===== config.mk =====
export PLATFORM = sky130hd
export DESIGN_NAME = synthesijer_fcomp64_axis_core
export DESIGN_NICKNAME = d
export VERILOG_FILES = /design/src/rtl/synthesijer_fcomp64_pkg.sv /design/src/rtl/synthesijer_fcomp64_classify.sv /design/src/rtl/synthesijer_fcomp64_axis_core.sv
export SDC_FILE = /design/constraint.sdc
export NUM_CORES = 1
export LEC_CHECK = 0
export ABC_AREA = 0
export BUFFER_PORTS_ARGS = -buffer_cell sky130_fd_sc_hd__buf_4
export CORE_MARGIN = 5
export CORE_UTILIZATION = 55
export CTS_CLUSTER_DIAMETER = 50
export DETAILED_ROUTE_END_ITERATION = 10
export PLACE_DENSITY = 0.79
export REMOVE_ABC_BUFFERS = 1
export SLEW_MARGIN = 20
export SYNTH_ARGS = -nofsm -noshare
export SYNTH_HDL_FRONTEND = slang
export SYNTH_HIERARCHICAL = 1
export SYNTH_SLANG_ARGS = --single-unit

===== constraint.sdc =====
create_clock -name clk -period 6.1 [get_ports clk]
set_input_delay 0.61 -clock clk [delete_from_list [all_inputs] [get_ports clk]]
set_output_delay 0.61 -clock clk [all_outputs]
set_load 0.05 [all_outputs]

===== src/rtl/synthesijer_fcomp64_pkg.sv =====
// Shared widths, opcodes and operand classification for the binary64 comparator.
// Build option: SYNTHESIJER_FCOMP64_DENORM_EN enables exact subnormal compare.
package synthesijer_fcomp64_pkg;

    localparam int FCMP_DATA_W = 64;
    localparam int FCMP_OP_W   = 8;
    localparam int FCMP_RES_W  = 8;

    localparam logic [2:0] FCMP_UN = 3'd0;
    localparam logic [2:0] FCMP_LT = 3'd1;
    localparam logic [2:0] FCMP_EQ = 3'd2;
    localparam logic [2:0] FCMP_LE = 3'd3;
    localparam logic [2:0] FCMP_GT = 3'd4;
    localparam logic [2:0] FCMP_NE = 3'd5;
    localparam logic [2:0] FCMP_GE = 3'd6;
    localparam logic [2:0] FCMP_CC = 3'd7;

    // Bit positions inside the condition-code result {UN, GT, LT, EQ}
    localparam int CC_EQ = 0;
    localparam int CC_LT = 1;
    localparam int CC_GT = 2;
    localparam int CC_UN = 3;

    typedef struct packed {
        logic        nan;
        logic        zero;
        logic        sign;
        logic [62:0] mag;
    } fcmp_class_t;

endpackage


===== src/rtl/synthesijer_fcomp64_classify.sv =====
// Combinational binary64 operand classifier (NaN, zero, sign, magnitude).
// SYNTHESIJER_FCOMP64_DENORM_EN keeps subnormals; otherwise they flush to signed zero.
module synthesijer_fcomp64_classify
    import synthesijer_fcomp64_pkg::*;
(
    input  logic [FCMP_DATA_W-1:0] data,
    output logic                   nan,
    output logic                   zero,
    output logic                   sign,
    output logic [62:0]            mag
);

    logic [10:0] exp_f;
    logic [51:0] man_f;

    assign exp_f = data[62:52];
    assign man_f = data[51:0];
    assign sign  = data[63];
    assign nan   = (&exp_f) & (|man_f);

`ifdef SYNTHESIJER_FCOMP64_DENORM_EN
    assign zero = ~|data[62:0];
    assign mag  = data[62:0];
`else
    // Zero exponent means zero or subnormal; both become a signed zero
    assign zero = ~|exp_f;
    assign mag  = zero ? 63'd0 : data[62:0];
`endif

endmodule


===== src/rtl/synthesijer_fcomp64_axis_core.sv =====
// AXI4-Stream binary64 comparator: 3-channel join into a 2-stage elastic pipeline.
// Subnormal handling selected by SYNTHESIJER_FCOMP64_DENORM_EN (see classifier).
module synthesijer_fcomp64_axis_core
    import synthesijer_fcomp64_pkg::*;
(
    input  logic                   clk,
    input  logic                   reset,
    input  logic [FCMP_DATA_W-1:0] s_axis_a_tdata,
    input  logic                   s_axis_a_tvalid,
    output logic                   s_axis_a_tready,
    input  logic [FCMP_DATA_W-1:0] s_axis_b_tdata,
    input  logic                   s_axis_b_tvalid,
    output logic                   s_axis_b_tready,
    input  logic [FCMP_OP_W-1:0]   s_axis_operation_tdata,
    input  logic                   s_axis_operation_tvalid,
    output logic                   s_axis_operation_tready,
    output logic [FCMP_RES_W-1:0]  m_axis_result_tdata,
    output logic                   m_axis_result_tvalid,
    input  logic                   m_axis_result_tready
);

    fcmp_class_t cls_a;
    fcmp_class_t cls_b;
    fcmp_class_t c1_a;
    fcmp_class_t c1_b;
    logic [2:0]  op1;
    logic        v1;
    logic        v2;
    logic        ready1;
    logic        s_ready;
    logic        accept;

    logic [FCMP_RES_W-1:0] res_d;
    logic [FCMP_RES_W-1:0] res_q;

    synthesijer_fcomp64_classify u_cls_a (
        .data (s_axis_a_tdata),
        .nan  (cls_a.nan),
        .zero (cls_a.zero),
        .sign (cls_a.sign),
        .mag  (cls_a.mag)
    );

    synthesijer_fcomp64_classify u_cls_b (
        .data (s_axis_b_tdata),
        .nan  (cls_b.nan),
        .zero (cls_b.zero),
        .sign (cls_b.sign),
        .mag  (cls_b.mag)
    );

    assign ready1  = ~v2 | m_axis_result_tready;
    assign s_ready = ~v1 | ready1;
    assign accept  = s_ready & s_axis_a_tvalid
                   & s_axis_b_tvalid & s_axis_operation_tvalid;

    assign s_axis_a_tready         = s_ready;
    assign s_axis_b_tready         = s_ready;
    assign s_axis_operation_tready = s_ready;

    // Stage 1: classified operands and predicate
    always_ff @(posedge clk or posedge reset) begin
        if (reset) begin
            v1   <= 1'b0;
            c1_a <= '0;
            c1_b <= '0;
            op1  <= FCMP_UN;
        end else if (s_ready) begin
            v1 <= accept;
            if (accept) begin
                c1_a <= cls_a;
                c1_b <= cls_b;
                op1  <= s_axis_operation_tdata[5:3];
            end
        end
    end

    logic un;
    logic both_zero;
    logic mag_lt;
    logic mag_eq;
    logic lt;
    logic eq;
    logic gt;

    assign un        = c1_a.nan | c1_b.nan;
    assign both_zero = c1_a.zero & c1_b.zero;
    assign mag_lt    = c1_a.mag < c1_b.mag;
    assign mag_eq    = c1_a.mag == c1_b.mag;

    always_comb begin
        lt = 1'b0;
        eq = 1'b0;
        gt = 1'b0;
        if (!un) begin
            if (both_zero) begin
                eq = 1'b1;
            end else if (c1_a.sign != c1_b.sign) begin
                lt = c1_a.sign;
                gt = c1_b.sign;
            end else begin
                // Negative operands reverse the magnitude order
                eq = mag_eq;
                lt = c1_a.sign ? (~mag_lt & ~mag_eq) : mag_lt;
                gt = c1_a.sign ? mag_lt : (~mag_lt & ~mag_eq);
            end
        end
    end

    always_comb begin
        res_d = '0;
        unique case (op1)
            FCMP_UN: res_d[0] = un;
            FCMP_LT: res_d[0] = lt;
            FCMP_EQ: res_d[0] = eq;
            FCMP_LE: res_d[0] = lt | eq;
            FCMP_GT: res_d[0] = gt;
            FCMP_NE: res_d[0] = ~eq;
            FCMP_GE: res_d[0] = gt | eq;
            FCMP_CC: begin
                res_d[CC_EQ] = eq;
                res_d[CC_LT] = lt;
                res_d[CC_GT] = gt;
                res_d[CC_UN] = un;
            end
            default: res_d = '0;
        endcase
    end

    // Stage 2: output register, held while stalled
    always_ff @(posedge clk or posedge reset) begin
        if (reset) begin
            v2    <= 1'b0;
            res_q <= '0;
        end else if (ready1) begin
            v2 <= v1;
            if (v1) begin
                res_q <= res_d;
            end
        end
    end

    assign m_axis_result_tvalid = v2;
    assign m_axis_result_tdata  = res_q;

endmodule

# == Word level (Yosys, flattened, before mapping) ==
# Cells that the tools add are included.
# totals
ff_bits,141
in_bits,142
output_inout_bits,12
word_cells,66
# op_classes
n_lt_le_gt_ge,1
eq_ne,9
n_mux,15
bitwise,17
n_reduce_logical,12
# op_table
operator,count
63-bit two-way mux,2
52-bit OR reduction,2
63-bit == test,1
63-bit less-than comparator,1
11-bit AND reduction,2
11-bit OR reduction,2
3-bit == test (second input constant),4
1-bit two-way mux,11
1-bit bitwise AND,7
1-bit one-hot mux with 7 select lines,1
3-bit by 2-bit == test with 1-bit output (second input constant),2
1-bit NOT,5
1-bit bitwise OR,5
2-bit AND reduction,2
3-bit by 1-bit == test with 1-bit output (second input constant),1
3-bit logical NOT,1
3-bit two-way mux,1
1-bit logical NOT,2
2-bit OR reduction,1
1-bit inequality test,1

# == Logic depth before layout (Yosys ltp) ==
# logic_depth
word_depth,9
mapped_depth,10
depth_no_buf,10

# == Modules after synthesis ==
# Netlist, hierarchy kept.
# modules_own_cells
module,instances,cells_per_inst,area_each_um2,seq_area_each_um2
synthesijer_fcomp64_axis_core,1,635,6877.8,3528.4
synthesijer_fcomp64_classify,2,96,739.5,0.0

# == Worst setup path after synthesis ==
# OpenSTA, ideal clock, no wires.
# synth_timing
path_type,register to register
start,reg c1_a[4] (netlist bit)
end,reg res_q[0] (netlist: m_axis_result_tdata[0])
t_arrival_ns,2.116
path_slack_ns,3.840
path_stages_with_launch,10
synth_period_minus_slack_ns,2.260
path_cell_list,dfrtp_1 > ha_1 > a211oi_1 > nor2_1 > o31a_1 > o311a_1 > a211o_1 > o21ba_2 > o221ai_2 > a32oi_1
# synth_between
elab_chain_cells,9
word_cells_on_any_way,20
cone_classes,order compare: 1; eq/ne: 1; mux: 12; bitwise: 6
# synth_lines
item,line_no,text
"start, declared",synthesijer_fcomp64_axis_core.sv:24,fcmp_class_t c1_a;
"start signal, assigned",synthesijer_fcomp64_axis_core.sv:71,c1_a <= cls_a;
63-bit less-than comparator / 63-bit == test (equally long branches),"synthesijer_fcomp64_axis_core.sv:88, synthesijer_fcomp64_axis_core.sv:89",
1-bit NOT,"synthesijer_fcomp64_axis_core.sv:104, synthesijer_fcomp64_axis_core.sv:105",
1-bit bitwise AND,"synthesijer_fcomp64_axis_core.sv:104, synthesijer_fcomp64_axis_core.sv:105",
1-bit two-way mux (on tied branches),"synthesijer_fcomp64_axis_core.sv:105, synthesijer_fcomp64_axis_core.sv:104",
1-bit two-way mux,synthesijer_fcomp64_axis_core.sv:98,end else if (c1_a.sign != c1_b.sign) begin
1-bit two-way mux,synthesijer_fcomp64_axis_core.sv:96,if (both_zero) begin
1-bit two-way mux,synthesijer_fcomp64_axis_core.sv:95,if (!un) begin
1-bit bitwise OR (on tied branches),"synthesijer_fcomp64_axis_core.sv:119, synthesijer_fcomp64_axis_core.sv:116",
1-bit one-hot mux with 7 select lines (*),synthesijer_fcomp64_axis_core.sv:112,unique case (op1)
"end signal, assigned",synthesijer_fcomp64_axis_core.sv:138,res_q <= res_d;
"end, declared",synthesijer_fcomp64_axis_core.sv:34,logic [FCMP_RES_W-1:0] res_q;
# Mark *: on every way between the ends. The rest lies on a longest branch, timed or not.
# A chain may end at the register's enable or synchronous reset.

# == Final worst setup path ==
# layout_timing
start,reg v2 (netlist: m_axis_result_tvalid)
end,reg c1_a[3] (netlist bit)
# layout_between
elab_chain_cells,7
# layout_lines
item,line_no,text
"start, declared",synthesijer_fcomp64_axis_core.sv:28,logic v2;
"start signal, assigned",synthesijer_fcomp64_axis_core.sv:136,v2 <= v1;
1-bit NOT (*),synthesijer_fcomp64_axis_core.sv:52,assign ready1 = ~v2 | m_axis_result_tready;
1-bit bitwise OR (*),synthesijer_fcomp64_axis_core.sv:52,
1-bit bitwise OR (*),synthesijer_fcomp64_axis_core.sv:53,assign s_ready = ~v1 | ready1;
1-bit bitwise AND,synthesijer_fcomp64_axis_core.sv:54,assign accept = s_ready & s_axis_a_tvalid
1-bit bitwise AND (2 in series),synthesijer_fcomp64_axis_core.sv:55,& s_axis_b_tvalid & s_axis_operation_tvalid;
2-bit AND reduction (no source line) (*),--,
# Marked as above.

==> flow_summary.html <==
<table>
<tr><th>Metric</th><th>Value</th></tr>
<tr><th colspan="2">Placement</th></tr>
<tr><td>Detailed-placement wirelength estimate</td><td>14.1 mm</td></tr>
<tr><td>Cells after DPL</td><td>1106</td></tr>
<tr><td># port buffers</td><td>144</td></tr>
<tr><td>Final RePlAce weighted congestion</td><td>0.808</td></tr>
<tr><th colspan="2">Clocking</th></tr>
<tr><td>Cell at the root of the clock tree</td><td>sky130_fd_sc_hd__clkbuf_16</td></tr>
<tr><td>Post-CTS Hold Fix Bufs</td><td>0</td></tr>
<tr><td>Clock transition at the registers of the reported paths</td><td>60 ps</td></tr>
<tr><td>Clock Sink Count</td><td>141</td></tr>
<tr><td>TritonCTS clock tree</td><td>built</td></tr>
<tr><td>Number of buffers inserted by post-CTS setup repair</td><td>0</td></tr>
<tr><td>Clock latency at the later pin of the worst-skew pair</td><td>420 ps</td></tr>
<tr><td>CTS-repair resized insts</td><td>0</td></tr>
<tr><td>H-tree Lvls</td><td>4</td></tr>
<tr><td>Maximum root-to-sink buffer count</td><td>2</td></tr>
<tr><td>Number of buffers created by CTS</td><td>17</td></tr>
<tr><th colspan="2">Worst setup path</th></tr>
<tr><td>Largest fanout of any net on the critical path</td><td>84</td></tr>
<tr><td>Critical path's top delay family</td><td>buffers and inverters</td></tr>
<tr><td>CP startpoint kind</td><td>register</td></tr>
<tr><td>CP endpoint kind</td><td>register</td></tr>
<tr><td>Critical path buffers and inverters</td><td>1</td></tr>
<tr><td>Critical path data arrival time</td><td>2890 ps</td></tr>
<tr><td>CP max-delay cell</td><td>sky130_fd_sc_hd__buf_4</td></tr>
<tr><td>Delay of the slowest cell on the worst path</td><td>780 ps</td></tr>
<tr><td>Data required time of the worst path</td><td>6400 ps</td></tr>
<tr><td>Crit path kind</td><td>register to register</td></tr>
<tr><td>CP Cell Sequence</td><td>nor2b_1 -&gt; a21oi_4 -&gt; buf_4 -&gt; mux2_2</td></tr>
<tr><th colspan="2">Cells and area</th></tr>
<tr><td>Share of the core filled with cells in the final layout</td><td>66.0%</td></tr>
<tr><td>Post-route insts no fill</td><td>1138</td></tr>
<tr><td>Number of nets in the finished design</td><td>1142</td></tr>
<tr><td>Area overhead of the layout relative to synthesis</td><td>18.8%</td></tr>
<tr><td>Commonest non-fill, non-tap cells in the layout</td><td>sky130_fd_sc_hd__buf_4, sky130_fd_sc_hd__dfrtp_1, sky130_fd_sc_hd__and2_4</td></tr>
<tr><td>Most frequent standard cell in the layout excluding fill and tap cells</td><td>sky130_fd_sc_hd__buf_4</td></tr>
<tr><td>Inserted Diodes</td><td>0</td></tr>
<tr><td>Fraction of layout instances using a drive strength above 1</td><td>39.2%</td></tr>
<tr><th colspan="2">Synthesis</th></tr>
<tr><td>Post-synthesis cell area</td><td>8360 µm²</td></tr>
<tr><td>Yosys top cell by area</td><td>sky130_fd_sc_hd__dfrtp_1</td></tr>
<tr><td>Top post-synthesis cells by area</td><td>sky130_fd_sc_hd__dfrtp_1, sky130_fd_sc_hd__and2_4, sky130_fd_sc_hd__mux2_2, sky130_fd_sc_hd__ha_1, sky130_fd_sc_hd__o21ai_0</td></tr>
<tr><td>Share of synthesized area occupied by flip-flops and latches</td><td>42.2%</td></tr>
<tr><td>YS warnings</td><td>6</td></tr>
<tr><td>Area share of the largest cell type after synthesis</td><td>42.2%</td></tr>
<tr><td>Count of different cell masters after synthesis</td><td>52</td></tr>
<tr><td>Number of flip-flops and latches in the synthesized netlist</td><td>141</td></tr>
<tr><td>Share of synthesized registers carrying an async set or reset</td><td>100%</td></tr>
<tr><td>Mean instance size in the synthesized netlist</td><td>10.1 µm²</td></tr>
<tr><td>Instance count of the mapped netlist</td><td>827</td></tr>
<tr><td>Post-synth EDFFs</td><td>0</td></tr>
<tr><td>Dominant register cell in the synthesized netlist</td><td>sky130_fd_sc_hd__dfrtp_1</td></tr>
<tr><th colspan="2">Pwr</th></tr>
<tr><td>Lkg Pwr</td><td>0.00472 µW</td></tr>
<tr><td>Internal power</td><td>2020 µW</td></tr>
<tr><td>Power per standard cell area</td><td>288 nW/µm²</td></tr>
<tr><td>Total power consumption of the routed design</td><td>2860 µW</td></tr>
<tr><td>Switching Power</td><td>838 µW</td></tr>
<tr><td>Fraction of power consumed by sequential logic</td><td>41.3%</td></tr>
<tr><td>Clock Power Share</td><td>32.6%</td></tr>
<tr><td>Switching fraction of total power</td><td>29.3%</td></tr>
<tr><td>Maximum VDD drop</td><td>0.212 mV</td></tr>
<tr><td>Comb power frac</td><td>26.1%</td></tr>
<tr><th colspan="2">Timing</th></tr>
<tr><td>Unrepaired setup endpoints after global routing</td><td>false</td></tr>
<tr><td>Final hold viol count</td><td>0</td></tr>
<tr><td>Min Tclk post-route</td><td>2590 ps</td></tr>
<tr><td>Fmax</td><td>386 MHz</td></tr>
<tr><td>Worst-case hold slack</td><td>239 ps</td></tr>
<tr><td>Actual transition at the worst max-transition pin</td><td>843 ps</td></tr>
<tr><td>Final TNS setup</td><td>0 ps</td></tr>
<tr><td>Final worst-path cycle share</td><td>42.4%</td></tr>
<tr><td>Clock Skews</td><td>7.12 ps</td></tr>
<tr><td>Slew headroom</td><td>43.8%</td></tr>
<tr><td>Final number of max-transition violations</td><td>0</td></tr>
<tr><td>Final-report setup violation count</td><td>0</td></tr>
<tr><th colspan="2">Global routing</th></tr>
<tr><td>Number of global-route vias before repair</td><td>6367</td></tr>
<tr><td>Initial antenna violation count</td><td>0</td></tr>
<tr><td>Leftover overflow at the end of global routing</td><td>0</td></tr>
<tr><td>First-pass GRT wire length</td><td>31.1 mm</td></tr>
<tr><td>Pin count of the biggest net entering global routing</td><td>85</td></tr>
<tr><td>Global routing usage summed across all routing layers</td><td>22.0%</td></tr>
<tr><th colspan="2">Floorplanning</th></tr>
<tr><td>I/O pin count</td><td>154</td></tr>
<tr><td>Die W</td><td>133 µm</td></tr>
<tr><td>Initial Utilization</td><td>55.6%</td></tr>
<tr><td>Core Footprint</td><td>15000 µm²</td></tr>
<tr><td>Die Footprint</td><td>17800 µm²</td></tr>
<tr><td># rows</td><td>45</td></tr>
<tr><td>Height of the chip</td><td>133 µm</td></tr>
<tr><th colspan="2">Drt</th></tr>
<tr><td>Via count</td><td>6153</td></tr>
<tr><td>Remaining antenna violation count after routing</td><td>0</td></tr>
<tr><td>DR iter-0 viols</td><td>265</td></tr>
<tr><td>DRC viols</td><td>0</td></tr>
<tr><td>Routed vias/inst</td><td>5.41</td></tr>
<tr><td>Per-cell routed wire length</td><td>16.8 µm</td></tr>
<tr><td>Total Routed Length</td><td>19.1 mm</td></tr>
<tr><td>Number of detailed-routing iterations run before antenna repair</td><td>5</td></tr>
<tr><th colspan="2">Min path</th></tr>
<tr><td>Type of the most critical hold path</td><td>input pin to asynchronous set/reset pin</td></tr>
<tr><th colspan="2">Run status</th></tr>
<tr><td>Result of the run</td><td>finished, final reports clean</td></tr>
<tr><th colspan="2">Run</th></tr>
<tr><td>Maximum Capacitance Violations</td><td>0</td></tr>
</table>
## layer usage
metal | track usage [%] | wire [µm]
met3 | 4.04 | 855
met2 | 35.8 | 9240
met1 | 29.3 | 8630
met4 | 8.51 | 422
met5 | 0 | 0
## final timing paths
path,start,end,slack (ps),cells after the start
min in group clk,s_axis_b_tdata[63],c1_b[63]$_DFFE_PP0P_,400,3
min,reset,m_axis_result_tdata[0]$_DFFE_PP0P_,240,2
max in group asynchronous,reset,c1_b[1]$_DFFE_PP0P_,4720,3
max reg2reg,m_axis_result_tvalid$_DFFE_PP0P_,c1_a[3]$_DFFE_PP0P_,3510,4
min reg2reg,m_axis_result_tdata[3]$_DFFE_PP0P_,m_axis_result_tdata[3]$_DFFE_PP0P_,480,2
max,m_axis_result_tvalid$_DFFE_PP0P_,c1_a[3]$_DFFE_PP0P_,3510,4
## through the flow
stage	instance area, µm²	setup slack, ps
after global placement	9390	3290
after CTS	9920	3500
after detailed placement	9390	3280
final	9930	3510
after global routing	9930	3350
after floorplan	8020	-3040
## layout make-up
cell class                 count  area (µm²)
sequential                   141        3530
clock inverter                 8        40.0
inverter                      69         264
fill                        1218        5110
multi-input combinational    559        4250
timing repair buffer         149        1120
clock buffer                  24         492
tap                          188         235
## cells in the mapped netlist (3+ instances only)
cell,count
sky130_fd_sc_hd__inv_1,69
sky130_fd_sc_hd__and4_1,3
sky130_fd_sc_hd__nand4_1,18
sky130_fd_sc_hd__nor3_1,5
sky130_fd_sc_hd__buf_1,5
sky130_fd_sc_hd__nor2_1,9
sky130_fd_sc_hd__mux2_2,71
sky130_fd_sc_hd__and2_4,98
sky130_fd_sc_hd__a21o_1,4
sky130_fd_sc_hd__dfrtp_1,141
sky130_fd_sc_hd__ha_1,63
sky130_fd_sc_hd__a21oi_1,25
sky130_fd_sc_hd__buf_6,10
sky130_fd_sc_hd__buf_4,8
sky130_fd_sc_hd__nand2_1,88
sky130_fd_sc_hd__and2_2,6
sky130_fd_sc_hd__o21ai_0,74
sky130_fd_sc_hd__clkbuf_1,36
sky130_fd_sc_hd__a221oi_1,3
sky130_fd_sc_hd__nand3_1,15
sky130_fd_sc_hd__a211oi_1,3
sky130_fd_sc_hd__nor4_1,33
sky130_fd_sc_hd__nor4_2,4
## cells by family after synthesis
| group | Yosys count | share of synthesized area (%) |
|---|---|---|
| AOI/OAI and AO/OA | 126 | 8.64 |
| xor gates and xnor gates | 1 | 0.105 |
| adders and majority gates | 63 | 9.43 |
| other | 1 | 0.0449 |
| buffers and inverters | 130 | 7.25 |
| DFF | 141 | 42.2 |
| and+or+nand+nor | 294 | 22.7 |
| muxes | 71 | 9.57 |
## sequential cells by signal, summed over array words and instances, names as in the netlist
register,flops
m_axis_result_tdata,4
c1_b,66
op1,3
m_axis_result_tvalid,1
c1_a,66
v1,1
## power by group through the flow
stage | Clock (µW) | Sequential [µW] | Combinational, µW
after detailed placement | 0 | 1190 | 740
after CTS | 946 | 1180 | 752
after global placement | 0 | 1190 | 712
after global routing | 982 | 1200 | 847
after floorplan | 0 | 1190 | 513
final | 932 | 1180 | 747
## worst register-to-register path, cell delays in order (launching register included)
cell                      delay (ps)
sky130_fd_sc_hd__dfrtp_1         380
sky130_fd_sc_hd__nor2b_1         170
sky130_fd_sc_hd__a21oi_4         650
sky130_fd_sc_hd__buf_4           790
sky130_fd_sc_hd__mux2_2          470
Note: power is estimated with default switching activity, not from simulation.
